### config.mk
export PLATFORM = sky130hd
export DESIGN_NAME = pipe_ctrl_flat
export DESIGN_NICKNAME = d
export VERILOG_FILES = /design/src/rtl/pipe_ctrl_pkg.sv /design/src/rtl/pipe_ctrl_if.sv /design/src/rtl/pipe_ctrl_hazard_detect.sv /design/src/rtl/pipe_ctrl.sv /design/src/flat_wrapper.sv
export SDC_FILE = /design/constraint.sdc
export NUM_CORES = 1
export LEC_CHECK = 0
export ABC_AREA = 1
export CAP_MARGIN = 30
export CORE_ASPECT_RATIO = 1.1
export CORE_MARGIN = 4
export CORE_UTILIZATION = 60
export DETAILED_ROUTE_END_ITERATION = 10
export DONT_BUFFER_PORTS = 1
export PLACE_DENSITY = 0.76
export SYNTH_ARGS = -nofsm -noshare
export SYNTH_HDL_FRONTEND = slang
export SYNTH_SLANG_ARGS = --single-unit
### constraint.sdc
create_clock -name clk -period 3 [get_ports clk]
set_clock_uncertainty 0.15 [all_clocks]
set_input_delay 0.3 -clock clk [delete_from_list [all_inputs] [get_ports clk]]
set_output_delay 0.3 -clock clk [all_outputs]
set_load 0.01 [all_outputs]
### src/rtl/pipe_ctrl_pkg.sv
// Shared definitions for the pipeline stall/flush controller: reset/write
// polarities, stall bit indices, dmem handshake FSM states and NOP encoding.
package pipe_ctrl_pkg;

  localparam logic RstEnable    = 1'b1;
  localparam logic WriteDisable = 1'b0;

  localparam int unsigned STALL_W     = 5;
  localparam int unsigned STALL_PC    = 0;
  localparam int unsigned STALL_IFID  = 1;
  localparam int unsigned STALL_IDEX  = 2;
  localparam int unsigned STALL_EXMEM = 3;
  localparam int unsigned STALL_MEMWB = 4;

  localparam logic [3:0] NOP_ALUOP = 4'b0000;

  typedef enum logic [1:0] {
    ST_IDLE = 2'd0,
    ST_WAIT = 2'd1,
    ST_DONE = 2'd2
  } mem_state_e;

  // Hold mask covering the PC and every pipeline register up to stage 'last'.
  function automatic logic [STALL_W-1:0] stall_upto(input int unsigned last);
    logic [STALL_W-1:0] m;
    m = '0;
    for (int unsigned i = 0; i < STALL_W; i++) begin
      if (i <= last) m[i] = 1'b1;
    end
    return m;
  endfunction

  localparam logic [STALL_W-1:0] STALL_NONE = '0;
  localparam logic [STALL_W-1:0] STALL_MEM  = stall_upto(STALL_EXMEM);
  localparam logic [STALL_W-1:0] STALL_LUH  = stall_upto(STALL_IFID);

endpackage

### src/rtl/pipe_ctrl_if.sv
// Pipeline-side hazard inputs, dmem handshake and per-stage hold/bubble
// controls. master = the controller, slave = pipeline registers / dmem.
interface pipe_ctrl_if;
  import pipe_ctrl_pkg::*;

  logic [4:0]         id_rs;
  logic [4:0]         id_rt;
  logic               id_use_rs;
  logic               id_use_rt;
  logic               ex_is_load;
  logic [4:0]         ex_wd;
  logic               ex_wreg;
  logic               id_branch_taken;
  logic               mem_access;
  logic               dmem_ack;
  logic               dmem_req;
  logic [STALL_W-1:0] stall;
  logic               bubble_id_ex;
  logic               bubble_mem_wb;
  logic               flush_if_id;

  modport master (
    input  id_rs, id_rt, id_use_rs, id_use_rt,
    input  ex_is_load, ex_wd, ex_wreg, id_branch_taken,
    input  mem_access, dmem_ack,
    output dmem_req, stall, bubble_id_ex, bubble_mem_wb, flush_if_id
  );

  modport slave (
    output id_rs, id_rt, id_use_rs, id_use_rt,
    output ex_is_load, ex_wd, ex_wreg, id_branch_taken,
    output mem_access, dmem_ack,
    input  dmem_req, stall, bubble_id_ex, bubble_mem_wb, flush_if_id
  );
endinterface

### src/rtl/pipe_ctrl_hazard_detect.sv
// Load-use comparator: the ID instruction reads a register that the load
// currently in EX has not yet produced. Register 0 never creates a hazard.
module hazard_detect (
  input  logic [4:0] id_rs,
  input  logic [4:0] id_rt,
  input  logic       id_use_rs,
  input  logic       id_use_rt,
  input  logic       ex_is_load,
  input  logic [4:0] ex_wd,
  input  logic       ex_wreg,
  output logic       luh
);
  logic load_writes;
  logic rs_match;
  logic rt_match;

  always_comb begin
    load_writes = ex_is_load & ex_wreg & (ex_wd != 5'd0);
    rs_match    = id_use_rs & (id_rs == ex_wd);
    rt_match    = id_use_rt & (id_rt == ex_wd);
    luh         = load_writes & (rs_match | rt_match);
  end
endmodule

### src/rtl/pipe_ctrl.sv
// Stall/flush controller for the 5-stage pipeline: dmem req/ack sequencing
// with timeout, load-use and branch priority, sticky error and stall counter.
module pipe_ctrl
  import pipe_ctrl_pkg::*;
#(
  parameter int unsigned TIMEOUT = 16,
  parameter int unsigned CNT_W   = 16
) (
  input  logic             clk,
  input  logic             rst,
  pipe_ctrl_if.master      pif,
  output logic             mem_err,
  output logic [CNT_W-1:0] stall_cnt
);

  localparam int unsigned WCNT_W = $clog2(TIMEOUT + 1);
  localparam logic [WCNT_W-1:0] WCNT_LAST = WCNT_W'(TIMEOUT);
  localparam logic [WCNT_W-1:0] WCNT_ONE  = WCNT_W'(1);

  mem_state_e         state_q, state_d;
  logic [WCNT_W-1:0]  wcnt_q, wcnt_d;
  logic               mem_err_q, mem_err_d;
  logic [CNT_W-1:0]   stall_cnt_q, stall_cnt_d;

  logic               luh;
  logic               mem_busy;
  logic               dmem_req;
  logic [STALL_W-1:0] stall;
  logic               bubble_id_ex;
  logic               bubble_mem_wb;
  logic               flush_if_id;

  hazard_detect u_hazard_detect (
    .id_rs      (pif.id_rs),
    .id_rt      (pif.id_rt),
    .id_use_rs  (pif.id_use_rs),
    .id_use_rt  (pif.id_use_rt),
    .ex_is_load (pif.ex_is_load),
    .ex_wd      (pif.ex_wd),
    .ex_wreg    (pif.ex_wreg),
    .luh        (luh)
  );

  // dmem handshake: a zero-wait ack in IDLE never leaves IDLE; DONE grants
  // exactly one advance cycle so the MEM instruction is not re-issued.
  always_comb begin
    state_d   = state_q;
    wcnt_d    = wcnt_q;
    mem_err_d = mem_err_q;
    dmem_req  = 1'b0;
    mem_busy  = 1'b0;

    unique case (state_q)
      ST_IDLE: begin
        if (pif.mem_access) begin
          dmem_req = 1'b1;
          if (!pif.dmem_ack) begin
            mem_busy = 1'b1;
            state_d  = ST_WAIT;
            wcnt_d   = WCNT_ONE;
          end
        end
      end
      ST_WAIT: begin
        dmem_req = 1'b1;
        mem_busy = 1'b1;
        if (pif.dmem_ack) begin
          state_d = ST_DONE;
          wcnt_d  = '0;
        end else if (wcnt_q == WCNT_LAST) begin
          mem_err_d = 1'b1;
          state_d   = ST_DONE;
          wcnt_d    = '0;
        end else begin
          wcnt_d = wcnt_q + WCNT_ONE;
        end
      end
      ST_DONE: begin
        state_d = ST_IDLE;
      end
      default: begin
        state_d = ST_IDLE;
        wcnt_d  = '0;
      end
    endcase

    if (rst == RstEnable) begin
      dmem_req  = 1'b0;
      mem_busy  = 1'b0;
      state_d   = ST_IDLE;
      wcnt_d    = '0;
      mem_err_d = 1'b0;
    end
  end

  // A pending load-use or branch is held off until the memory access clears.
  always_comb begin
    stall         = STALL_NONE;
    bubble_id_ex  = 1'b0;
    bubble_mem_wb = 1'b0;
    flush_if_id   = 1'b0;

    if (rst != RstEnable) begin
      if (mem_busy) begin
        stall         = STALL_MEM;
        bubble_mem_wb = 1'b1;
      end else if (luh) begin
        stall        = STALL_LUH;
        bubble_id_ex = 1'b1;
      end else if (pif.id_branch_taken) begin
        flush_if_id = 1'b1;
      end
    end
  end

  always_comb begin
    stall_cnt_d = stall_cnt_q;
    if (rst == RstEnable) begin
      stall_cnt_d = '0;
    end else if ((stall != STALL_NONE) && (stall_cnt_q != '1)) begin
      stall_cnt_d = stall_cnt_q + CNT_W'(1);
    end
  end

  always_ff @(posedge clk) begin
    state_q     <= state_d;
    wcnt_q      <= wcnt_d;
    mem_err_q   <= mem_err_d;
    stall_cnt_q <= stall_cnt_d;
  end

  always_comb begin
    pif.dmem_req      = dmem_req;
    pif.stall         = stall;
    pif.bubble_id_ex  = bubble_id_ex;
    pif.bubble_mem_wb = bubble_mem_wb;
    pif.flush_if_id   = flush_if_id;
    mem_err           = mem_err_q;
    stall_cnt         = stall_cnt_q;
  end

endmodule

### src/flat_wrapper.sv
// flat-port wrapper written by rule: the top's interface ports become plain ports
module pipe_ctrl_flat import pipe_ctrl_pkg::*;
#(
  parameter int unsigned TIMEOUT = 16,
  parameter int unsigned CNT_W   = 16
)
  (clk, rst, mem_err, stall_cnt, pif_id_rs, pif_id_rt, pif_id_use_rs, pif_id_use_rt, pif_ex_is_load, pif_ex_wd, pif_ex_wreg, pif_id_branch_taken, pif_mem_access, pif_dmem_ack, pif_dmem_req, pif_stall, pif_bubble_id_ex, pif_bubble_mem_wb, pif_flush_if_id);
  pipe_ctrl_if pif_i ();
  input  logic clk;
  input  logic rst;
  output logic mem_err;
  output logic [CNT_W-1:0] stall_cnt;
  input wire logic [$bits(pif_i.id_rs)-1:0] pif_id_rs;
  input wire logic [$bits(pif_i.id_rt)-1:0] pif_id_rt;
  input wire logic [$bits(pif_i.id_use_rs)-1:0] pif_id_use_rs;
  input wire logic [$bits(pif_i.id_use_rt)-1:0] pif_id_use_rt;
  input wire logic [$bits(pif_i.ex_is_load)-1:0] pif_ex_is_load;
  input wire logic [$bits(pif_i.ex_wd)-1:0] pif_ex_wd;
  input wire logic [$bits(pif_i.ex_wreg)-1:0] pif_ex_wreg;
  input wire logic [$bits(pif_i.id_branch_taken)-1:0] pif_id_branch_taken;
  input wire logic [$bits(pif_i.mem_access)-1:0] pif_mem_access;
  input wire logic [$bits(pif_i.dmem_ack)-1:0] pif_dmem_ack;
  output wire logic [$bits(pif_i.dmem_req)-1:0] pif_dmem_req;
  output wire logic [$bits(pif_i.stall)-1:0] pif_stall;
  output wire logic [$bits(pif_i.bubble_id_ex)-1:0] pif_bubble_id_ex;
  output wire logic [$bits(pif_i.bubble_mem_wb)-1:0] pif_bubble_mem_wb;
  output wire logic [$bits(pif_i.flush_if_id)-1:0] pif_flush_if_id;
  assign pif_i.id_rs = pif_id_rs;
  assign pif_i.id_rt = pif_id_rt;
  assign pif_i.id_use_rs = pif_id_use_rs;
  assign pif_i.id_use_rt = pif_id_use_rt;
  assign pif_i.ex_is_load = pif_ex_is_load;
  assign pif_i.ex_wd = pif_ex_wd;
  assign pif_i.ex_wreg = pif_ex_wreg;
  assign pif_i.id_branch_taken = pif_id_branch_taken;
  assign pif_i.mem_access = pif_mem_access;
  assign pif_i.dmem_ack = pif_dmem_ack;
  assign pif_dmem_req = pif_i.dmem_req;
  assign pif_stall = pif_i.stall;
  assign pif_bubble_id_ex = pif_i.bubble_id_ex;
  assign pif_bubble_mem_wb = pif_i.bubble_mem_wb;
  assign pif_flush_if_id = pif_i.flush_if_id;
  pipe_ctrl #(.TIMEOUT(TIMEOUT), .CNT_W(CNT_W)) u_core (.clk(clk), .rst(rst), .pif(pif_i), .mem_err(mem_err), .stall_cnt(stall_cnt));
endmodule
==> summary.md, run 1 <==
| Metric | Value |
|---|---|
| Longest Clk Path Bufs | `2` |
| P&R area growth vs syn | `3.115%` |
| Hold Fails Final Rpt | `0` |
| Clk_lat worst skew | `320 ps` |
| RSZ-0062 raised after global routing | `no` |
| Number of max-cap violations | `0` |
| Maximum vdd drop | `approximately 260 uV` |
| Clock root buffer | `clkbuf_4` |
| DR vias/cell | `5.068` |
| Status | `finished clean` |
| HP Start | `pif_dmem_ack` |
| Netlist cell types | `29` |
| First-pass GRT wire length | `between 5 and 6 mm` |
| Die area | `between 0.003 and 0.004 sq mm` |
| Yosys reg bits | `24` |
| Crit-path max FO | `33` |
| Internal Power | `0.4851 mW` |
| Critical path's slowest cell | `dfxtp_1` |
| Via count | `between 1k and 1.5k` |
| H-tree depth | `1` |
| GRT Overall Usage | `16.85%` |
| Port buffer count | `0` |
| # diodes | `0` |
| Post-cts sizing count | `0` |
| Async set or reset register ratio after synthesis | `0%` |
| Routed Antenna Nets | `0` |
| Number of global-route vias before repair | `1269` |
| WL per Instance | `10.22 um` |
| DRT iter0 DRCs | `35` |
| Post-DP Area | `0.001584 sq mm` |
| # IOs | `50` |
| Crit path arrival time | `roughly 1600 ps` |
| Power per Cell Area | `approximately 380 mW/mm^2` |
| Seq/Total Area, Yosys | `between 20% and 30%` |
| First drt pass iteration count | `4` |
| Row cnt | `19` |
| Initial Util | `between 60% and 70%` |
| Clock Power Share | `36.7%` |
| Total CTS buffers | `3` |
| Switch Pwr | `0.1527 mW` |
| Comb pwr share | `11.5%` |
| Clock transition at path regs | `140 ps` |
| Design area | `between 0.0015 and 0.002 sq mm` |
| Most common cell after layout, fill and taps aside | `nand2_1` |
| Core area | `0.002520 sq mm` |
| Share of power burned in registers | `around half` |
| Final global-route overflow total | `0` |
| CP delay by family, top | `simple AND/OR/NAND/NOR gates` |
| Cells after Synth | `between 200 and 300` |
| Final Max Slew Viols | `0` |
| Layout cells sized above 1 | `6.870%` |
| Min cycle time layout | `roughly 2000 ps` |
| Syn avg cell area | `a little over 6 sq um` |
| Mapped cell area | `about 0.0016 sq mm` |
| Critical Path Start Type | `flip-flop` |
| Switching Share | `23.94%` |
| Hpwl dp | `2.352 mm` |
| Antenna violations before repair | `0` |
| Placed insts | `287` |
| Buf/Inv on CP | `2` |
| Min-delay worst type | `in2reg` |
| Crit path kind | `reg2out` |
| Period Utilization, post-route | `between 60 and 70%` |
| R2R Path Start | `u_core.stall_cnt[0]` |
| Pin count of the biggest net entering global routing | `34` |
| # setup viols final | `0` |
| Hold Slack | `~60 ps` |
| RD Place Congestion | `0.8037` |
| Final nets | `between 200 and 300` |
| Fmax | `about 500 MHz` |
| Most used flip-flop cell after synthesis | `dfxtp_1` |
| Sink Count | `24` |
| CP Launch Point | `u_core.state_q[1]` |
| TNS Setup | `0 ps` |
| Final WL | `about 3.0 mm` |
| Layout Cells excl Fill | `293` |
| Crit. End Element | `primary output` |
| Data required, critical path | `2550 ps` |
| # DRC | `0` |
| Net Count, Synth | `291` |
| Commonest cells after routing, fill and taps aside | `nand2_1, inv_1, nor2_1` |
| Number of flops mapped to enable cells by yosys | `0` |
| Leakage | `~0.86 nW` |
| Worst path cell trace | `nor2_2 > nand3_2 > a21oi_1 > buf_4 > inv_2 > nand2_4` |
| YS warnings | `0` |
| Peak per-stage delay on the critical path | `370 ps` |
| Die height | `between 60 and 70 um` |
| CTS tree | `yes` |
| Die W | `57.34 um` |
## flip-flops by register name, indices dropped and copies added, names as in the netlist
| register | flops |
|---|---|
| u_core.stall_cnt | 16 |
| u_core.mem_err | 1 |
| u_core.state_q | 2 |
| u_core.wcnt_q | 5 |
## tightest hold or removal path, stage by stage
cell and delay (ps):
nor2_1 30, a21oi_1 130, nor2_1 40
## layout make-up
cell class / instances / area (sq um)
multi-input cells: 183 / 872.1
fillers: 250 / 863.3
flip-flops and latches: 24 / 480.5
inverters: 47 / 177.7
well taps: 31 / 38.79
repair buffers: 4 / 35.03
clock inverters: 1 / 30.03
clock buffers: 3 / 22.52
## stage by stage
step	utilization, %	power (mW)	worst slack, ps
final	65.74	0.6377	967.3
after global routing	65.74	0.6716	808.4
after CTS	65.74	0.6456	956.2
after detailed placement	62.86	0.4083	1204
after global placement	62.86	0.4079	1237
after floorplan	-	0.4078	1222
## routing by layer
metal | part of all wire [%] | GRT usage [%]
met5 | 0 | 0
met4 | 0.63 | 3.478
met3 | 6.5 | 4.762
met2 | 48 | 29.71
met1 | 45 | 20.03
## logic make-up after synthesis
| logic type | after synthesis | synth area share [%] |
|---|---|---|
| and+or+nand+nor | 152 | 42.29 |
| buffers and inverters | 57 | 15.81 |
| AOI/OAI and AO/OA | 25 | 8.333 |
| DFF | 24 | 29.91 |
| adders and majority gates | 3 | 2.337 |
| xor gates and xnor gates | 2 | 1.091 |
| other | 1 | 0.2334 |
## cells in the mapped netlist (all sizes together), types with 2 or more instances
master | count | area share [%]
dfxtp | 24 | 30
ha | 3 | 2.3
buf | 8 | 4.3
o211ai | 2 | 0.93
xor2 | 2 | 1.1
inv | 46 | 11
nor3 | 5 | 1.9
clkbuf | 2 | 0.47
nand4 | 8 | 3.5
nand3b | 2 | 0.93
nand2 | 70 | 17
a21oi | 20 | 6.2
nor2 | 43 | 10
nand3 | 23 | 8.6
## what timing repair did
action	in CTS	in global routing
hold buffers	2	0
endpoints found under the hold margin	5	0
buffers inserted	0	0
## path summary, 6_finish.rpt
path / slack [ps] / endpoint / depth (start not counted)
worst max register to register: 1180 / u_core.stall_cnt[4] / 11
worst min register to register: 360 / u_core.wcnt_q[1] / 2
worst min-delay path: 60 / u_core.mem_err / 3
worst max-delay path: 970 / pif_stall[1] / 6
## power groups by stage
stage,clock network (mW),registers (mW),logic (mW)
floorplan,0,0.336,0.0716
global placement,0,0.337,0.0706
detailed placement,0,0.337,0.0708
CTS,0.241,0.330,0.0741
global route,0.254,0.332,0.0858
finish,0.234,0.330,0.0733
Power figures use the tool's default switching activity.
==> run 2: changes to the inputs <==
Settings changed: ABC_AREA 1 to 0.
Clock period 3 ns to 2.1 ns, I/O delays scaled along.
==> summary.md, run 2 <==
| Metric | Value |
|---|---|
| HP Start | `pif_dmem_ack` |
| Die W | `54.61 um (-4.8%)` |
| Number of max-cap violations | `0 (unchanged)` |
| Number of global-route vias before repair | `1243 (-2.0%)` |
| Maximum vdd drop | `343.0 uV (+32%)` |
| Min cycle time layout | `2005 ps` |
| Syn avg cell area | `8.194 sq um (+35%)` |
| Buf/Inv on CP | `1 (-1)` |
| Crit-path max FO | `10 (-70%)` |
| DRT met1 WL | `1.468 mm (+9.1%)` |
| Cells after Synth | `175 (-34%)` |
| Total CTS buffers | `3 (unchanged)` |
| Met3 Routed Length | `282 um (+45%)` |
| Synth area leader | `dfxtp_1` |
| First drt pass iteration count | `4 (unchanged)` |
| Number of flops mapped to enable cells by yosys | `0 (unchanged)` |
| Crit path arrival time | `2110 ps (+530 ps)` |
| Top sig layer | `met3` |
| Post-Synth Adder-Cell Area | `2.618% (+0.28 points)` |
| Status | `finished clean` |
| Final nets | `224 (-23%)` |
| Pin count of the biggest net entering global routing | `20 (-41%)` |
| Via count | `1427 (-3.9%)` |
| Die height | `59.27 um (-4.8%)` |
| Final Util | `73.21% (+7.5 points)` |
| Clock root buffer | `clkbuf_4` |
| Final global-route overflow total | `0 (unchanged)` |
| Mux cell area share after synthesis | `0% (unchanged)` |
| Longest Clk Path Bufs | `2 (unchanged)` |
| Largest family of logic cells by synthesized area | `simple AND/OR/NAND/NOR gates` |
| Crit. End Element | `flip-flop` |
| # DRC | `0 (unchanged)` |
| R2r worst-path depth | `6 (-5)` |
| WHS Endpoint | `u_core.state_q[0]` |
| DRT iter0 DRCs | `55 (+57%)` |
| Clk_lat worst skew | `310 ps (about the same)` |
| Slew headroom | `52.56%` |
| Fmax | `498.9 MHz` |
| Net Count, Synth | `202 (-31%)` |
| Row cnt | `18 (-1)` |
| # IOs | `50 (unchanged)` |
| Peak per-stage delay on the critical path | `440 ps (+70 ps)` |
| Most used flip-flop cell after synthesis | `dfxtp_1` |
| Die area | `0.003237 sq mm (-9.3%)` |
| Filler cell count | `187 (-25%)` |
| Most common cell after layout, fill and taps aside | `buf_4` |
| Hold Crit Depth | `3 (unchanged)` |
| Seq/Total Area, Yosys | `33.51% (+3.6 points)` |
| Hold Fails Final Rpt | `0 (unchanged)` |
| YS warnings | `0 (unchanged)` |
| # diodes | `0 (unchanged)` |
| DR vias/cell | `6.314 (+25%)` |
| Routed Antenna Nets | `0 (unchanged)` |
| Commonest cells after routing, fill and taps aside | `buf_4, dfxtp_1, a21oi_1` |
| GRT Overall Usage | `21.19% (+4.3 points)` |
| Top cell type's share of synthesized area | `33.51% (+3.6 points)` |
| Power per Cell Area | `500.8 mW/mm^2 (+30%)` |
| Final worst slack | `95.43 ps (-871.8 ps)` |
| Met2 routed WL | `1.818 mm (+27%)` |
| Worst path cell trace | `ha_1 > buf_4 > a211o_2 > nor2_1 > or4b_1 > a21oi_1` |
| Core area | `0.002275 sq mm (-9.7%)` |
| Min-delay worst type | `in2reg` |
| Initial Util | `63.04% (-0.72 points)` |
| Complex-gate fraction of the synthesized area | `21.47% (+13 points)` |
| Antenna violations before repair | `0 (unchanged)` |
| Top post-synthesis cells by area | `dfxtp_1, a21oi_1, xnor2_1` |
| Yosys reg bits | `24 (unchanged)` |
| R2R setup slack | `100 ps (-1080 ps)` |
| Period Utilization, post-route | `95.46%` |
| Sink Count | `24 (unchanged)` |
| Max FFs per register | `16 (unchanged)` |
| RD Place Congestion | `0.7918 (-1.5%)` |
| # setup viols final | `0 (unchanged)` |
| Layout Cells excl Fill | `226 (-23%)` |
| RSZ-0062 raised after global routing | `yes` |
| Worst slew pin tran | `709.3 ps` |
| Leakage | `0.5655 nW (-34%)` |
| Setup Slack @ Placement | `41.18 ps (-1163 ps)` |
| Layout cells sized above 1 | `20.92% (+14 points)` |
| Critical Path Start Type | `flip-flop` |
| WL per Instance | `15.79 um (+55%)` |
| FF/Latch Area | `486.7 sq um (+1.3%)` |
| P&R area growth vs syn | `16.14%` |
| Simple-Gate Fraction of Synth Area | `28.53% (-14 points)` |
| R2R Path Start | `u_core.stall_cnt[0]` |
| FF-to-FF End | `u_core.stall_cnt[11]` |
| Critical path's slowest cell | `or4b_1` |
| Mapped cell area | `0.001434 sq mm (-11%)` |
| CTS tree | `yes` |
| CP delay by family, top | `simple AND/OR/NAND/NOR gates` |
| Synth cell count leaders | `dfxtp_1, a21oi_1, nor2_1` |
| Post-Synth XOR/XNOR Area | `7.330% (+6.2 points)` |
| H-tree depth | `1 (unchanged)` |
| First-pass GRT wire length | `5.195 mm (+1.7%)` |
| Port buffer count | `0 (unchanged)` |
| Clock transition at path regs | `140 ps (about the same)` |
| Final WL | `3.569 mm (+19%)` |
| Data required, critical path | `2200 ps (-350 ps)` |
| Hpwl dp | `2.539 mm (+7.9%)` |
| Placed insts | `218 (-24%)` |
| Async set or reset register ratio after synthesis | `0% (unchanged)` |
| Area occupied by multi-input gates | `885.9 sq um (+1.6%)` |
| Netlist cell types | `41 (+41%)` |
| Hold Slack | `12.53 ps (-47.95 ps)` |
| Most common cell in the synthesized netlist | `dfxtp_1` |
| Crit path kind | `reg2reg` |
| Final Max Slew Viols | `0 (unchanged)` |
## run 2: changes by cell type in the layout (fill, tap and decap cells not counted), moves of 7 or more
| cell | change |
|---|---|
| nor2_1 | -27 |
| xnor2_1 | +10 |
| inv_1 | -35 |
| nand3_1 | -14 |
| or3_1 | +7 |
| nand2_1 | -59 |
| buf_4 | +21 |
## run 2: worst max path at each step
stage,slack [ps],startpoint,cells after the start,endpoint
finish,100,u_core.stall_cnt[0],6,u_core.stall_cnt[11]
global route,-10,u_core.stall_cnt[0],6,u_core.stall_cnt[14]
CTS,2,u_core.stall_cnt[0],6,u_core.stall_cnt[14]
detailed placement,40,u_core.stall_cnt[0],6,u_core.stall_cnt[14]
global placement,80,pif_ex_wd[0],5,pif_stall[1]
floorplan,30,u_core.stall_cnt[0],7,u_core.stall_cnt[14]
## run 2: area by class of cell
cell class	instances	area share, %
timing repair buffer	25	11.57
multi-input combinational	136	53.19
clock buffer	4	2.179
tap	30	2.254
sequential	24	29.23
inverter	7	1.578
## run 2: repair_timing
item	CTS	global route
hold buffers	2	0
setup endpoints to repair	0	7
setup buffers	0	1
gates resized for setup	0	7
endpoints found under the hold margin	18	0
## run 2: through the flow
stage	area [sq um]	total power [mW]	TNS, ps
final	1665	0.8340	0
after global placement	1573	0.5720	0
after floorplan	1434	0.5651	0
after CTS	1629	0.8272	0
after detailed placement	1573	0.5765	0
after global routing	1665	0.8697	-12.43
## run 2: power breakdown
group,switching (mW),internal (mW),total [mW]
sequential,0.00771,0.461,0.469
combinational,0.0654,0.0499,0.115
clock,0.144,0.106,0.250
## run 2: kinds of logic (layout without fill, tap and decap cells)
group                      after synthesis  after routing
AOI/OAI and AO/OA                       44             45
xor gates and xnor gates                12             12
adders and majority gates                3              3
buffers and inverters                   16             36
DFF                                     24             24
other                                    1              1
and+or+nand+nor                         75             75
## run 2: per-layer routing
metal,up-vias,GRT usage [%]
met5,-,0
met4,0,5.338
met3,0,4.786
met2,56,36.49
met1,677,25.98
li1,694,-
## run 2: worst reg2reg max path, delay by kind of cell (launching register included)
family | cells | cell delay [ps]
flops | 1 | 390
simple gates | 2 | 550
fa+ha+maj | 1 | 200
buf+inv | 1 | 130
compound gates | 2 | 510
==> run 3: changes to the inputs <==
Settings changed: HOLD_SLACK_MARGIN set to 0.1.
==> summary.md, run 3 (synthesized netlist as in run 2, its figures left out) <==
| Metric | Value |
|---|---|
| Status | `finished clean` |
| First-pass GRT wire length | `5.354 mm (+3.1%)` |
| Maximum vdd drop | `344.7 uV (+0.49%)` |
| Die area | `0.003237 sq mm (unchanged)` |
| Max FFs per register | `16 (unchanged)` |
| Most common cell after layout, fill and taps aside | `buf_4` |
| Clock transition at path regs | `140 ps (about the same)` |
| Power per Cell Area | `484.9 mW/mm^2 (-3.2%)` |
| Hold Fails Final Rpt | `0 (unchanged)` |
| Clk_lat worst skew | `320 ps (about the same)` |
| Share of power burned in registers | `55.6% (-0.6 points)` |
| # setup viols final | `0 (unchanged)` |
| RD Place Congestion | `0.7918 (unchanged)` |
| Final Max Slew Viols | `0 (unchanged)` |
| Peak per-stage delay on the critical path | `540 ps (+100 ps)` |
| Final global-route overflow total | `0 (unchanged)` |
| # DRC | `0 (unchanged)` |
| Final nets | `230 (+2.7%)` |
| Via count | `1443 (+1.1%)` |
| GRT Overall Usage | `22.01% (+0.82 points)` |
| DR vias/cell | `6.220 (-1.5%)` |
| Commonest cells after routing, fill and taps aside | `buf_4, dfxtp_1, a21oi_1` |
| Row cnt | `18 (unchanged)` |
| Slew headroom | `57.26% (+4.7 points)` |
| Min-delay worst type | `in2reg` |
| Number of max-cap violations | `0 (unchanged)` |
| Crit. End Element | `flip-flop` |
| Period Utilization, post-route | `96.07% (+0.61 points)` |
| Internal Power | `0.6242 mW (+1.2%)` |
| Sink Count | `24 (unchanged)` |
| First drt pass iteration count | `4 (unchanged)` |
| RSZ-0062 raised after global routing | `yes` |
| Clock Power Share | `30.2% (+0.2 points)` |
| Leakage | `0.6080 nW (+7.5%)` |
| Data required, critical path | `2170 ps (-30 ps)` |
| Die height | `59.27 um (unchanged)` |
| Critical path's slowest cell | `dlygate4sd3_1` |
| Final worst slack | `82.60 ps (-12.82 ps)` |
| Port buffer count | `0 (unchanged)` |
| # diodes | `0 (unchanged)` |
| Antenna violations before repair | `0 (unchanged)` |
| Routed Antenna Nets | `0 (unchanged)` |
| Final WL | `3.623 mm (+1.5%)` |
| WL per Instance | `15.62 um (-1.1%)` |
| Initial Util | `63.04% (unchanged)` |
| Buf/Inv on CP | `3 (+2)` |
| Hold Slack | `95.52 ps (+82.99 ps)` |
| Crit path arrival time | `2090 ps (-20 ps)` |
| Critical Path Start Type | `flip-flop` |
| Total CTS buffers | `3 (unchanged)` |
| Clock root buffer | `clkbuf_4` |
| Worst path cell trace | `inv_1 > ha_1 > nand2_1 > nor3_4 > nor3_2 > buf_4 > a21oi_1 > nor2_1 > dlygate4sd3_1` |
| Switching Share | `26.04% (about the same)` |
| CTS tree | `yes` |
| Min cycle time layout | `2017 ps (+12.82 ps)` |
| Crit-path max FO | `4 (-6)` |
| Total Power | `0.8440 mW (+1.2%)` |
| CP delay by family, top | `buffers and inverters` |
| # IOs | `50 (unchanged)` |
| Number of global-route vias before repair | `1298 (+4.4%)` |
| Worst slew pin tran | `639.0 ps (-70.27 ps)` |
| Longest Clk Path Bufs | `2 (unchanged)` |
| Crit path kind | `reg2reg` |
| H-tree depth | `1 (unchanged)` |
| Final Util | `76.51% (+3.3 points)` |
| P&R area growth vs syn | `21.38%` |
| Layout cells sized above 1 | `23.76% (+2.8 points)` |
| Hpwl dp | `2.539 mm (unchanged)` |
| Pin count of the biggest net entering global routing | `20 (unchanged)` |
| DRT iter0 DRCs | `37 (-33%)` |
| Core area | `0.002275 sq mm (unchanged)` |
| Setup Slack @ Placement | `41.18 ps (unchanged)` |
| Fmax | `495.7 MHz (-0.64%)` |
| Switch Pwr | `0.2197 mW (+1.2%)` |
| Die W | `54.61 um (unchanged)` |
| Comb pwr share | `14.3% (+0.5 points)` |
[run 3: cell count changes in the layout (fill, tap and decap cells not counted), moves of 3 or more]
cell,change
buf_4,+4
dlygate4sd3_1,+3
nor3_1,-3
nor3_2,+3
[run 3: metrics by stage]
stage | std cells | cell area, sq um | setup TNS, ps
after floorplan | 175 | 1434 | 0
after global placement | 218 | 1573 | 0
after detailed placement | 218 | 1573 | 0
after CTS | 227 | 1659 | 0
after global routing | 232 | 1740 | -154.9
final | 232 | 1740 | 0
[run 3: tightest hold or removal path: stages]
cell,delay [ps]
nor3b_1,50
nor2_1,80
nor2_1,50
a21oi_1,110
nor2_1,40
[run 3: per-layer routing]
layer  global-route usage [%]  routed length, um  vias up
met1                    25.82               1406      669
li1                         -                  -      696
met3                    6.297                354        9
met5                        0                  0        -
met2                    37.67               1803       69
met4                    6.762                 59        0
[run 3: worst paths after layout]
path | endpoint | startpoint | slack, ps | cells past startpoint
max reg2reg | u_core.state_q[0] | u_core.wcnt_q[0] | 80 | 9
min | u_core.wcnt_q[0] | pif_dmem_ack | 100 | 5
min reg2reg | u_core.stall_cnt[1] | u_core.stall_cnt[1] | 370 | 2
max | u_core.state_q[0] | u_core.wcnt_q[0] | 80 | 9
[run 3: power by group through the flow]
stage	combinational, mW	sequential [mW]	clock [mW]
4_1_cts	0.109	0.468	0.252
3_5_place_dp	0.0982	0.478	0
2_1_floorplan	0.0874	0.478	0
3_3_place_gp	0.0942	0.478	0
6_report	0.120	0.469	0.255
5_1_grt	0.132	0.470	0.273
[run 3: layout make-up]
type / count / area [sq um]
Tap cell: 30 / 37.54
Multi-Input combinational cell: 135 / 900.9
Fill cell: 173 / 534.3
Inverter: 7 / 26.28
Sequential cell: 24 / 486.7
Clock buffer: 4 / 36.28
Timing Repair Buffer: 32 / 252.7
[run 3: timing repair]
item | in CTS | in global routing
gates resized for setup | 0 | 12
setup endpoints to repair | 0 | 9
hold buffers | 5 | 0
endpoints found under the hold margin | 21 | 0
setup buffers | 0 | 5
